[src/rtl/skinny_sbox_pkg.sv]
// Shared constants and share-carrying types for the masked SKINNY 8-bit S-box.
// A shared bit is packed as {share1, share0}.
package skinny_sbox_pkg;

  localparam int SBOX8_RAND_W  = 32;
  localparam int SBOX8_INV_LAT = 4;

  // Offset of each inverse gadget's 4-bit slice within r.
  localparam int RIDX_B3 = 0;
  localparam int RIDX_B5 = 4;
  localparam int RIDX_B7 = 8;
  localparam int RIDX_B2 = 12;
  localparam int RIDX_B1 = 16;
  localparam int RIDX_B0 = 20;
  localparam int RIDX_B6 = 24;
  localparam int RIDX_B4 = 28;

  typedef logic [1:0] shr_t;

  typedef struct packed {
    shr_t o6, o5, o3, o2;
  } fwd1_t;

  typedef struct packed {
    shr_t o6, o2, b7, b5, b3, b2;
  } fwd2_t;

  typedef struct packed {
    shr_t o6, b7, b5, b3, b2, b1, b0;
  } fwd3_t;

  typedef struct packed {
    shr_t b7, b6, b5, b3, b2, b1, b0;
  } fwd4_t;

endpackage

[src/rtl/skinny_sbox8_inv_cms1_pipelined_if.sv]
// Datapath bundle of the masked inverse S-box: advance, masked byte in, masked byte out.
interface skinny_sbox8_inv_cms1_pipelined_if;
  import skinny_sbox_pkg::*;

  logic                    en;
  logic                    vi;
  logic [7:0]              si0;
  logic [7:0]              si1;
  logic [SBOX8_RAND_W-1:0] r;
  logic                    vo;
  logic [7:0]              bo0;
  logic [7:0]              bo1;

  modport master (output en, vi, si0, si1, r, input vo, bo0, bo1);
  modport slave  (input en, vi, si0, si1, r, output vo, bo0, bo1);

endinterface

[src/rtl/cms1_sbox8_inv_gadget.sv]
// One CMS gadget computing (x NOR y) XOR z on two shares; the refreshed
// cross products and z are registered, and the shares are recombined after the register.
module cms1_sbox8_inv_gadget
  import skinny_sbox_pkg::*;
(
  input  logic       clk,
  input  logic       rst,
  input  logic       en,
  input  shr_t       x,
  input  shr_t       y,
  input  shr_t       z,
  input  logic [3:0] r4,
  output shr_t       q
);

  logic [3:0] g_d, g_q;
  shr_t       z_d, z_q;
  logic       xp0, xp1, yp0, yp1;

  // Inverting share 0 turns the shared AND into a shared NOR.
  always_comb begin
    xp0    = ~x[0];
    xp1    = x[1];
    yp0    = ~y[0];
    yp1    = y[1];
    g_d[0] = (xp0 & yp0) ^ r4[0] ^ r4[1];
    g_d[1] = (xp0 & yp1) ^ r4[1] ^ r4[2];
    g_d[2] = (xp1 & yp0) ^ r4[2] ^ r4[3];
    g_d[3] = (xp1 & yp1) ^ r4[3] ^ r4[0];
    z_d    = z;
  end

  // NOTE: non-blocking assignments make every flop sample pre-edge values, so
  // stage ordering never depends on process scheduling.
  always_ff @(posedge clk) begin
    if (rst) begin
      g_q <= '0;
      z_q <= '0;
    end else if (en) begin
      g_q <= g_d;
      z_q <= z_d;
    end
  end

  assign q = {g_q[2] ^ g_q[3] ^ z_q[1], g_q[0] ^ g_q[1] ^ z_q[0]};

endmodule

[src/rtl/skinny_sbox8_inv_cms1_pipelined.sv]
// First-order CMS masked inverse SKINNY 8-bit S-box, four register stages,
// one byte per enabled cycle; owns forwarding registers and the valid chain.
module skinny_sbox8_inv_cms1_pipelined
  import skinny_sbox_pkg::*;
(
  input logic                              clk,
  input logic                              rst,
  skinny_sbox8_inv_cms1_pipelined_if.slave bus
);

  shr_t [7:0] o;
  shr_t       b3, b5, b7, b2, b1, b0, b6, b4;

  fwd1_t s1_d, s1_q;
  fwd2_t s2_d, s2_q;
  fwd3_t s3_d, s3_q;
  fwd4_t s4_d, s4_q;
  logic [SBOX8_INV_LAT-1:0] vld_d, vld_q;

  always_comb begin
    for (int i = 0; i < 8; i++) begin
      o[i] = {bus.si1[i], bus.si0[i]};
    end
  end

  // Stage 1 works directly on the input shares.
  cms1_sbox8_inv_gadget u_g_b3 (.clk, .rst, .en(bus.en), .x(o[7]), .y(o[6]), .z(o[4]),
                                .r4(bus.r[RIDX_B3 +: 4]), .q(b3));
  cms1_sbox8_inv_gadget u_g_b5 (.clk, .rst, .en(bus.en), .x(o[6]), .y(o[5]), .z(o[7]),
                                .r4(bus.r[RIDX_B5 +: 4]), .q(b5));
  cms1_sbox8_inv_gadget u_g_b7 (.clk, .rst, .en(bus.en), .x(o[2]), .y(o[7]), .z(o[1]),
                                .r4(bus.r[RIDX_B7 +: 4]), .q(b7));
  cms1_sbox8_inv_gadget u_g_b2 (.clk, .rst, .en(bus.en), .x(o[3]), .y(o[1]), .z(o[0]),
                                .r4(bus.r[RIDX_B2 +: 4]), .q(b2));

  cms1_sbox8_inv_gadget u_g_b1 (.clk, .rst, .en(bus.en), .x(s1_q.o5), .y(b3), .z(s1_q.o3),
                                .r4(bus.r[RIDX_B1 +: 4]), .q(b1));
  cms1_sbox8_inv_gadget u_g_b0 (.clk, .rst, .en(bus.en), .x(b3), .y(b2), .z(s1_q.o5),
                                .r4(bus.r[RIDX_B0 +: 4]), .q(b0));

  cms1_sbox8_inv_gadget u_g_b6 (.clk, .rst, .en(bus.en), .x(s2_q.b2), .y(b1), .z(s2_q.o2),
                                .r4(bus.r[RIDX_B6 +: 4]), .q(b6));

  cms1_sbox8_inv_gadget u_g_b4 (.clk, .rst, .en(bus.en), .x(s3_q.b7), .y(b6), .z(s3_q.o6),
                                .r4(bus.r[RIDX_B4 +: 4]), .q(b4));

  // NOTE: every field is assigned on every pass through this block, so no
  // latch can be inferred for any next-state value.
  always_comb begin
    s1_d.o6 = o[6];
    s1_d.o5 = o[5];
    s1_d.o3 = o[3];
    s1_d.o2 = o[2];

    s2_d.o6 = s1_q.o6;
    s2_d.o2 = s1_q.o2;
    s2_d.b7 = b7;
    s2_d.b5 = b5;
    s2_d.b3 = b3;
    s2_d.b2 = b2;

    s3_d.o6 = s2_q.o6;
    s3_d.b7 = s2_q.b7;
    s3_d.b5 = s2_q.b5;
    s3_d.b3 = s2_q.b3;
    s3_d.b2 = s2_q.b2;
    s3_d.b1 = b1;
    s3_d.b0 = b0;

    s4_d.b7 = s3_q.b7;
    s4_d.b6 = b6;
    s4_d.b5 = s3_q.b5;
    s4_d.b3 = s3_q.b3;
    s4_d.b2 = s3_q.b2;
    s4_d.b1 = s3_q.b1;
    s4_d.b0 = s3_q.b0;

    vld_d = {vld_q[SBOX8_INV_LAT-2:0], bus.vi};
  end

  // NOTE: data shares are reset along with the valid bits so the outputs read
  // 0x00 after reset instead of leftover masked material from earlier bytes.
  always_ff @(posedge clk) begin
    if (rst) begin
      vld_q <= '0;
      s1_q  <= '0;
      s2_q  <= '0;
      s3_q  <= '0;
      s4_q  <= '0;
    end else if (bus.en) begin
      vld_q <= vld_d;
      s1_q  <= s1_d;
      s2_q  <= s2_d;
      s3_q  <= s3_d;
      s4_q  <= s4_d;
    end
  end

  assign bus.vo  = vld_q[SBOX8_INV_LAT-1];
  assign bus.bo0 = {s4_q.b7[0], s4_q.b6[0], s4_q.b5[0], b4[0],
                    s4_q.b3[0], s4_q.b2[0], s4_q.b1[0], s4_q.b0[0]};
  assign bus.bo1 = {s4_q.b7[1], s4_q.b6[1], s4_q.b5[1], b4[1],
                    s4_q.b3[1], s4_q.b2[1], s4_q.b1[1], s4_q.b0[1]};

endmodule

[src/flat_wrapper.sv]
// flat-port wrapper written by rule: the top's interface ports become plain ports
module skinny_sbox8_inv_cms1_pipelined_flat import skinny_sbox_pkg::*;
  (clk, rst, bus_en, bus_vi, bus_si0, bus_si1, bus_r, bus_vo, bus_bo0, bus_bo1);
  skinny_sbox8_inv_cms1_pipelined_if bus_i ();
  input logic clk;
  input logic rst;
  input wire logic [$bits(bus_i.en)-1:0] bus_en;
  input wire logic [$bits(bus_i.vi)-1:0] bus_vi;
  input wire logic [$bits(bus_i.si0)-1:0] bus_si0;
  input wire logic [$bits(bus_i.si1)-1:0] bus_si1;
  input wire logic [$bits(bus_i.r)-1:0] bus_r;
  output wire logic [$bits(bus_i.vo)-1:0] bus_vo;
  output wire logic [$bits(bus_i.bo0)-1:0] bus_bo0;
  output wire logic [$bits(bus_i.bo1)-1:0] bus_bo1;
  assign bus_i.en = bus_en;
  assign bus_i.vi = bus_vi;
  assign bus_i.si0 = bus_si0;
  assign bus_i.si1 = bus_si1;
  assign bus_i.r = bus_r;
  assign bus_vo = bus_i.vo;
  assign bus_bo0 = bus_i.bo0;
  assign bus_bo1 = bus_i.bo1;
  skinny_sbox8_inv_cms1_pipelined u_core (.clk(clk), .rst(rst), .bus(bus_i));
endmodule
[config.mk]
export PLATFORM = sky130hd
export DESIGN_NAME = skinny_sbox8_inv_cms1_pipelined_flat
export DESIGN_NICKNAME = d
export VERILOG_FILES = /design/src/rtl/skinny_sbox_pkg.sv /design/src/rtl/skinny_sbox8_inv_cms1_pipelined_if.sv /design/src/rtl/cms1_sbox8_inv_gadget.sv /design/src/rtl/skinny_sbox8_inv_cms1_pipelined.sv /design/src/flat_wrapper.sv
export SDC_FILE = /design/constraint.sdc
export NUM_CORES = 1
export LEC_CHECK = 0
export ABC_AREA = 1
export BUFFER_PORTS_ARGS = -buffer_cell sky130_fd_sc_hd__buf_4
export CORE_MARGIN = 4
export CORE_UTILIZATION = 57
export CTS_BUF_LIST = sky130_fd_sc_hd__clkbuf_8 sky130_fd_sc_hd__clkbuf_16
export DETAILED_ROUTE_END_ITERATION = 10
export PLACE_DENSITY_LB_ADDON = 0.1
export SETUP_SLACK_MARGIN = 0.4
export SLEW_MARGIN = 20
export SYNTH_ARGS = -nofsm -noshare
export SYNTH_HDL_FRONTEND = slang
export SYNTH_SLANG_ARGS = --single-unit
[constraint.sdc]
create_clock -name clk -period 1.1 [get_ports clk]
set_input_delay 0.055 -clock clk [delete_from_list [all_inputs] [get_ports clk]]
set_output_delay 0.055 -clock clk [all_outputs]
set_load 0.02 [all_outputs]
== Yosys cells after proc, flatten, opt, wreduce, memory -nomap -nowiden ==
Index checks and enable logic that the tools add are counted.
Widths: inputs -> output; s select.

* Bits in registers: 100
* Output and inout port bits: 17
* Input bits: 52
* Logic and storage cells: 182

* Bitwise operators: 141

{| class="wikitable"
|+ Operators with widths
! kind !! number
|-
| $xor 1x1->1 || 96
|-
| $and 1x1->1 || 32
|-
| $not 1->1 || 13
|}

== Logic depth before layout (Yosys ltp) ==
* Depth after elaboration: 6
* Mapped depth: 10
* Gate-level depth less buffers: 10

== Hierarchy ==
Synthesis repeated with hierarchy kept, for this count alone.

* Cells, all modules: 898
* Area total of the unflattened synthesis: 5466.5 sq um

{| class="wikitable"
|+ By module, submodules not included
! module !! cells each !! seq. area each (sq um) !! times used !! area an instance (sq um)
|-
| cms1_sbox8_inv_gadget || 71 || 120.1 || 8 || 414.1
|-
| skinny_sbox8_inv_cms1_pipelined || 330 || 1041.0 || 1 || 2153.3
|}

== Worst setup path after synthesis ==
Ideal clock, no wire load.

* Path kind: register to register
* Start point: register u_core.u_g_b3.g_q[1]
* End point: register u_core.u_g_b0.g_q[0]
* Path buffers: 0
* Arrival time: 0.880 ns
* Slack: 0.112 ns
* Stages on the path, launching flop included: 10
* Data required time: 0.991 ns
* Setup time: 0.109 ns
* Path through: dfxtp_1 -> inv_1 -> nand2_1 -> nand3_1 -> nand2_2 -> nand2_1 -> nand2_1 -> nand3_1 -> nand2_1 -> inv_1

* Longest elaborated chain between the ends: 6

{| class="wikitable"
|+ RTL lines
! item !! RTL line !! source
|-
| from (decl) || cms1_sbox8_inv_gadget.sv:16 || <nowiki>logic [3:0] g_d, g_q;</nowiki>
|-
| from (signal assigned) || cms1_sbox8_inv_gadget.sv:40 || <nowiki>g_q <= g_d;</nowiki>
|-
| $xor 1x1->1 (2 in series) || cms1_sbox8_inv_gadget.sv:45 || <nowiki>assign q = {g_q[2] ^ g_q[3] ^ z_q[1], g_q[0] ^ g_q[1] ^ z_q[0]};</nowiki>
|-
| $not 1->1 || cms1_sbox8_inv_gadget.sv:22 || <nowiki>xp0 = ~x[0];</nowiki>
|-
| $and 1x1->1 || cms1_sbox8_inv_gadget.sv:26 || <nowiki>g_d[0] = (xp0 & yp0) ^ r4[0] ^ r4[1];</nowiki>
|-
| $xor 1x1->1 (2 in series) || cms1_sbox8_inv_gadget.sv:26 ||
|-
| to (signal assigned) || cms1_sbox8_inv_gadget.sv:40 ||
|-
| to (decl) || cms1_sbox8_inv_gadget.sv:16 ||
|}

Every way passes these cells.
A chain may end at the register's enable or synchronous reset.

== Worst setup path after layout ==
* Start point: register u_core.u_g_b4.g_q[0]
* End point: output port bus_bo0[4]

* Longest elaborated chain between the ends: 2

{| class="wikitable"
|+ RTL lines
! item !! RTL line !! source
|-
| from (decl) || cms1_sbox8_inv_gadget.sv:16 ||
|-
| from (signal assigned) || cms1_sbox8_inv_gadget.sv:40 ||
|-
| $xor 1x1->1 (2 in series) || cms1_sbox8_inv_gadget.sv:45 ||
|-
| to (decl) || flat_wrapper.sv:13 || <nowiki>output wire logic [$bits(bus_i.bo0)-1:0] bus_bo0;</nowiki>
|}

Every way passes these cells.

==> results.yml <==
yosys:
  netlist.area_leader.share_pct: 42.0
  yosysTopAreaCell: "dfxtp_1"
  async_flop_share_pct: 0
  syn_avg_cell_area_um2: 7.10
  synthFlopType: "dfxtp_1"
  synthesis.area_um2: 4770
  yosysUniqueCellTypes: 20
  synthTopCellsByArea: "dfxtp_1 (42%), nand2_1 (8.3%), inv_1 (7.6%)"
  yosysMostFrequentCell: "nand2_1"
  synth_edf_count: 0
  synth_nets: 724
  syn_inst: 672
  synthTopCellsByCount: "nand2_1 (106), dfxtp_1 (100), inv_1 (97), nor2_1 (86), o21ai_0 (70)"
  ys_seq_area_share_pct: 42.0
  yosysWarningCount: 0
  synth-seq-cells: 100
grt:
  grt_use_total_pct: 25.1
  grt_pass1_wl_um: 20300
  grt_pass1_vias: 4601
  grt_overflow: 0
  antenna_found_initial: 0
  grt_start_max_net_pins: 82
place:
  io_buffers: 68
  dp_cells: 821
  dp_hpwl_um: 7620
  gp_congestion: 0.833
clocking:
  cts.path.max_buffers: 2
  insertion_delay_ns: 0.37
  path_clk_slew_ns: 0.10
  cts.sink_count: 100
  htreeDepth: 3
  cts_tree: "built"
  cts_root_buffer: "clkbuf_8"
  numCtsBuffers: 9
layout:
  drive_above_1_share_pct: 36.5
  layout.nets: 808
  fin_cells: 866
  synthToLayoutAreaGrowth_pct: 35.8
  fin_util_pct: 79.2
  diodes: 0
timing:
  fmax_mhz: 781
  relSlewSlack_pct: 70.9
  holdWs_ns: 0.0145
  worstMarginPinSlew_ns: 0.437
  finalCritPeriodShare_pct: 116
  finalClockSkew_ns: 0.0112
  finalSetupViolCount: 10
  drv_slew: 0
  tns_ns: -0.551
  rsz0062_at_grt: "yes"
  timing.final.ws_setup_ns: -0.180
  layout_min_cycle_time_ns: 1.28
  finalHoldViolations: 0
pwr:
  ir_worst_vdd_v: 0.000897
  p_sw_share_pct: 31.2
  p_seq_share_pct: 45.7
  clockPowerShare_pct: 29.8
  power.share.combinational_pct: 24.5
  leakage_uw: 0.00306
  power_density_nw_per_um2: 1410
  p_switching_uw: 2850
  p_int_uw: 6270
detailed_routing:
  drt_pass1_iterations: 5
  wl_met3_um: 582
  wl_um: 12400
  wl_met2_um: 6380
  drt-wirelength-per-cell_um: 14.3
  antenna_left: 0
  drc: 0
  route.top_layer_used: "met4"
  met1_length_um: 5080
  dr.first_iter.drc_count: 257
  num_vias: 4602
  viasPerCell: 5.31
floorplanning:
  ios: 69
  fp.dieArea_um2: 9890
  die_x_um: 99.5
  coreArea_um2: 8180
  die_h_um: 99.5
  std_cell_rows: 33
  start_util_pct: 58.3
worst_setup_path:
  cp-start-kind: "flip-flop"
  cp_max_fo: 2
  path_common_cell: "xnor2_2"
  arrival_ns: 1.22
  cp_top_family: "flip-flops"
  path_buf_inv: 1
  end_kind: "output port"
  critPathKind: "flip-flop to output port"
  critPathSlowestCell: "dfxtp_2"
  crit_required_ns: 1.04
  cp_slowest_stage_delay_ns: 0.35
  cp_cell_sequence: "xnor2_2, xnor2_2, buf_4"
run_status:
  failed_checks: "negative setup slack"
  status: "complete, but fails checks"
hold_path:
  holdCritPathClass: "input pin to flip-flop"
job:
  cap_violations: 0
-- layer usage --
layer	vias up	GRT usage (%)
met5	-	0
met4	0	9.45
met3	33	4.07
met2	133	44.9
met1	2159	30.2
li1	2277	-
-- cells by family after synthesis --
| kind of cell | after synthesis | synth area share [%] |
|---|---|---|
| buf+inv | 131 | 11.5 |
| xor+xnor | 60 | 11.0 |
| simple gates | 240 | 20.3 |
| flops | 100 | 42.0 |
| compound gates | 141 | 15.2 |
-- through the flow --
step / area [um2] / setup WS (ns) / total power [uW]
after global placement: 5430 / 0.00447 / 5840
final: 6470 / -0.180 / 9120
after CTS: 6250 / -0.197 / 8920
after floorplan: 4830 / 0.135 / 5330
after global routing: 6470 / -0.235 / 9540
after detailed placement: 5430 / -0.0358 / 5900
-- registers in the layout, indices dropped and copies added, names as in the netlist --
| signal | cells |
|---|---|
| u_core.u_g_b0.z_q | 2 |
| u_core.u_g_b7.z_q | 2 |
| u_core.vld_q | 4 |
| u_core.u_g_b4.z_q | 2 |
| u_core.s3_q | 14 |
| u_core.u_g_b7.g_q | 4 |
| u_core.u_g_b1.z_q | 2 |
| u_core.bus.bo1 | 7 |
| u_core.bus.bo0 | 7 |
| u_core.u_g_b5.z_q | 2 |
| u_core.u_g_b1.g_q | 4 |
| u_core.u_g_b6.z_q | 2 |
| u_core.u_g_b5.g_q | 4 |
| u_core.u_g_b4.g_q | 4 |
| u_core.u_g_b0.g_q | 4 |
| u_core.u_g_b2.z_q | 2 |
| u_core.s1_q | 8 |
| u_core.s2_q | 12 |
| u_core.u_g_b3.g_q | 4 |
| u_core.u_g_b3.z_q | 2 |
| u_core.u_g_b2.g_q | 4 |
| u_core.u_g_b6.g_q | 4 |
-- worst reg2reg max path, cell delays in order (launching register included) --
cell and delay [ns]:
dfxtp_2 0.37, inv_2 0.06, nand2_2 0.08, nand3_4 0.09, nand2_4 0.13, nand2_2 0.07
nand2_2 0.06, nand3_2 0.06, nand2_2 0.09, inv_2 0.03
-- power by group through the flow --
stage / clock [uW] / sequential, uW / combinational, uW
2_1_floorplan: 0 / 4170 / 1160
3_3_place_gp: 0 / 4150 / 1690
3_5_place_dp: 0 / 4170 / 1740
4_1_cts: 2740 / 4150 / 2040
5_1_grt: 2880 / 4200 / 2450
6_report: 2720 / 4170 / 2230
-- path summary, 6_finish.rpt --
kind                                     startpoint                                 to  slack (ns)  cells after the start
setup / recovery  u_core.u_g_b4.g_q[0]$_SDFFE_PP0P_                         bus_bo0[4]       -0.18                      3
hold / removal                           bus_si0[4]  u_core.u_g_b3.z_q[0]$_SDFFE_PP0P_        0.01                      3
setup reg to reg  u_core.u_g_b3.g_q[2]$_SDFFE_PP0P_  u_core.u_g_b1.g_q[1]$_SDFFE_PP0P_       -0.05                      9
hold reg to reg         u_core.s2_q[7]$_SDFFE_PP0P_       u_core.s3_q[11]$_SDFFE_PP0P_        0.46                      2
-- placed cells by master, fill, tap and decap left out, types with 10 or more instances in the layout --
cell type / n
buf_6: 21
xor2_1: 24
o21ai_1: 40
nor2_1: 85
o21ai_0: 32
dlygate4sd3_1: 15
inv_2: 23
xnor2_2: 10
xnor2_1: 26
nand3_1: 24
a21oi_1: 45
inv_1: 76
nand2_4: 11
nand3_2: 11
dfxtp_1: 46
dfxtp_2: 48
nand2_1: 58
nand2_2: 41
buf_4: 61
-- final cells by class --
| cell class | count | area (um2) |
|---|---|---|
| inverter | 99 | 372 |
| multi-input combinational | 443 | 2690 |
| fill | 581 | 1700 |
| tap | 105 | 131 |
| clock buffer | 9 | 124 |
| clock inverter | 7 | 106 |
| timing repair buffer | 103 | 965 |
| sequential | 100 | 2080 |
-- repair_timing --
| item | CTS | global route |
|---|---|---|
| endpoints found under the hold margin | 16 | 0 |
| hold buffers | 15 | 0 |
| pin swaps | 42 | 39 |
| setup endpoints to repair | 58 | 87 |
| resized for setup | 127 | 86 |
| gates cloned | 2 | 0 |
| setup buffers | 8 | 4 |
No activity file was read; power rests on OpenSTA's default activity.
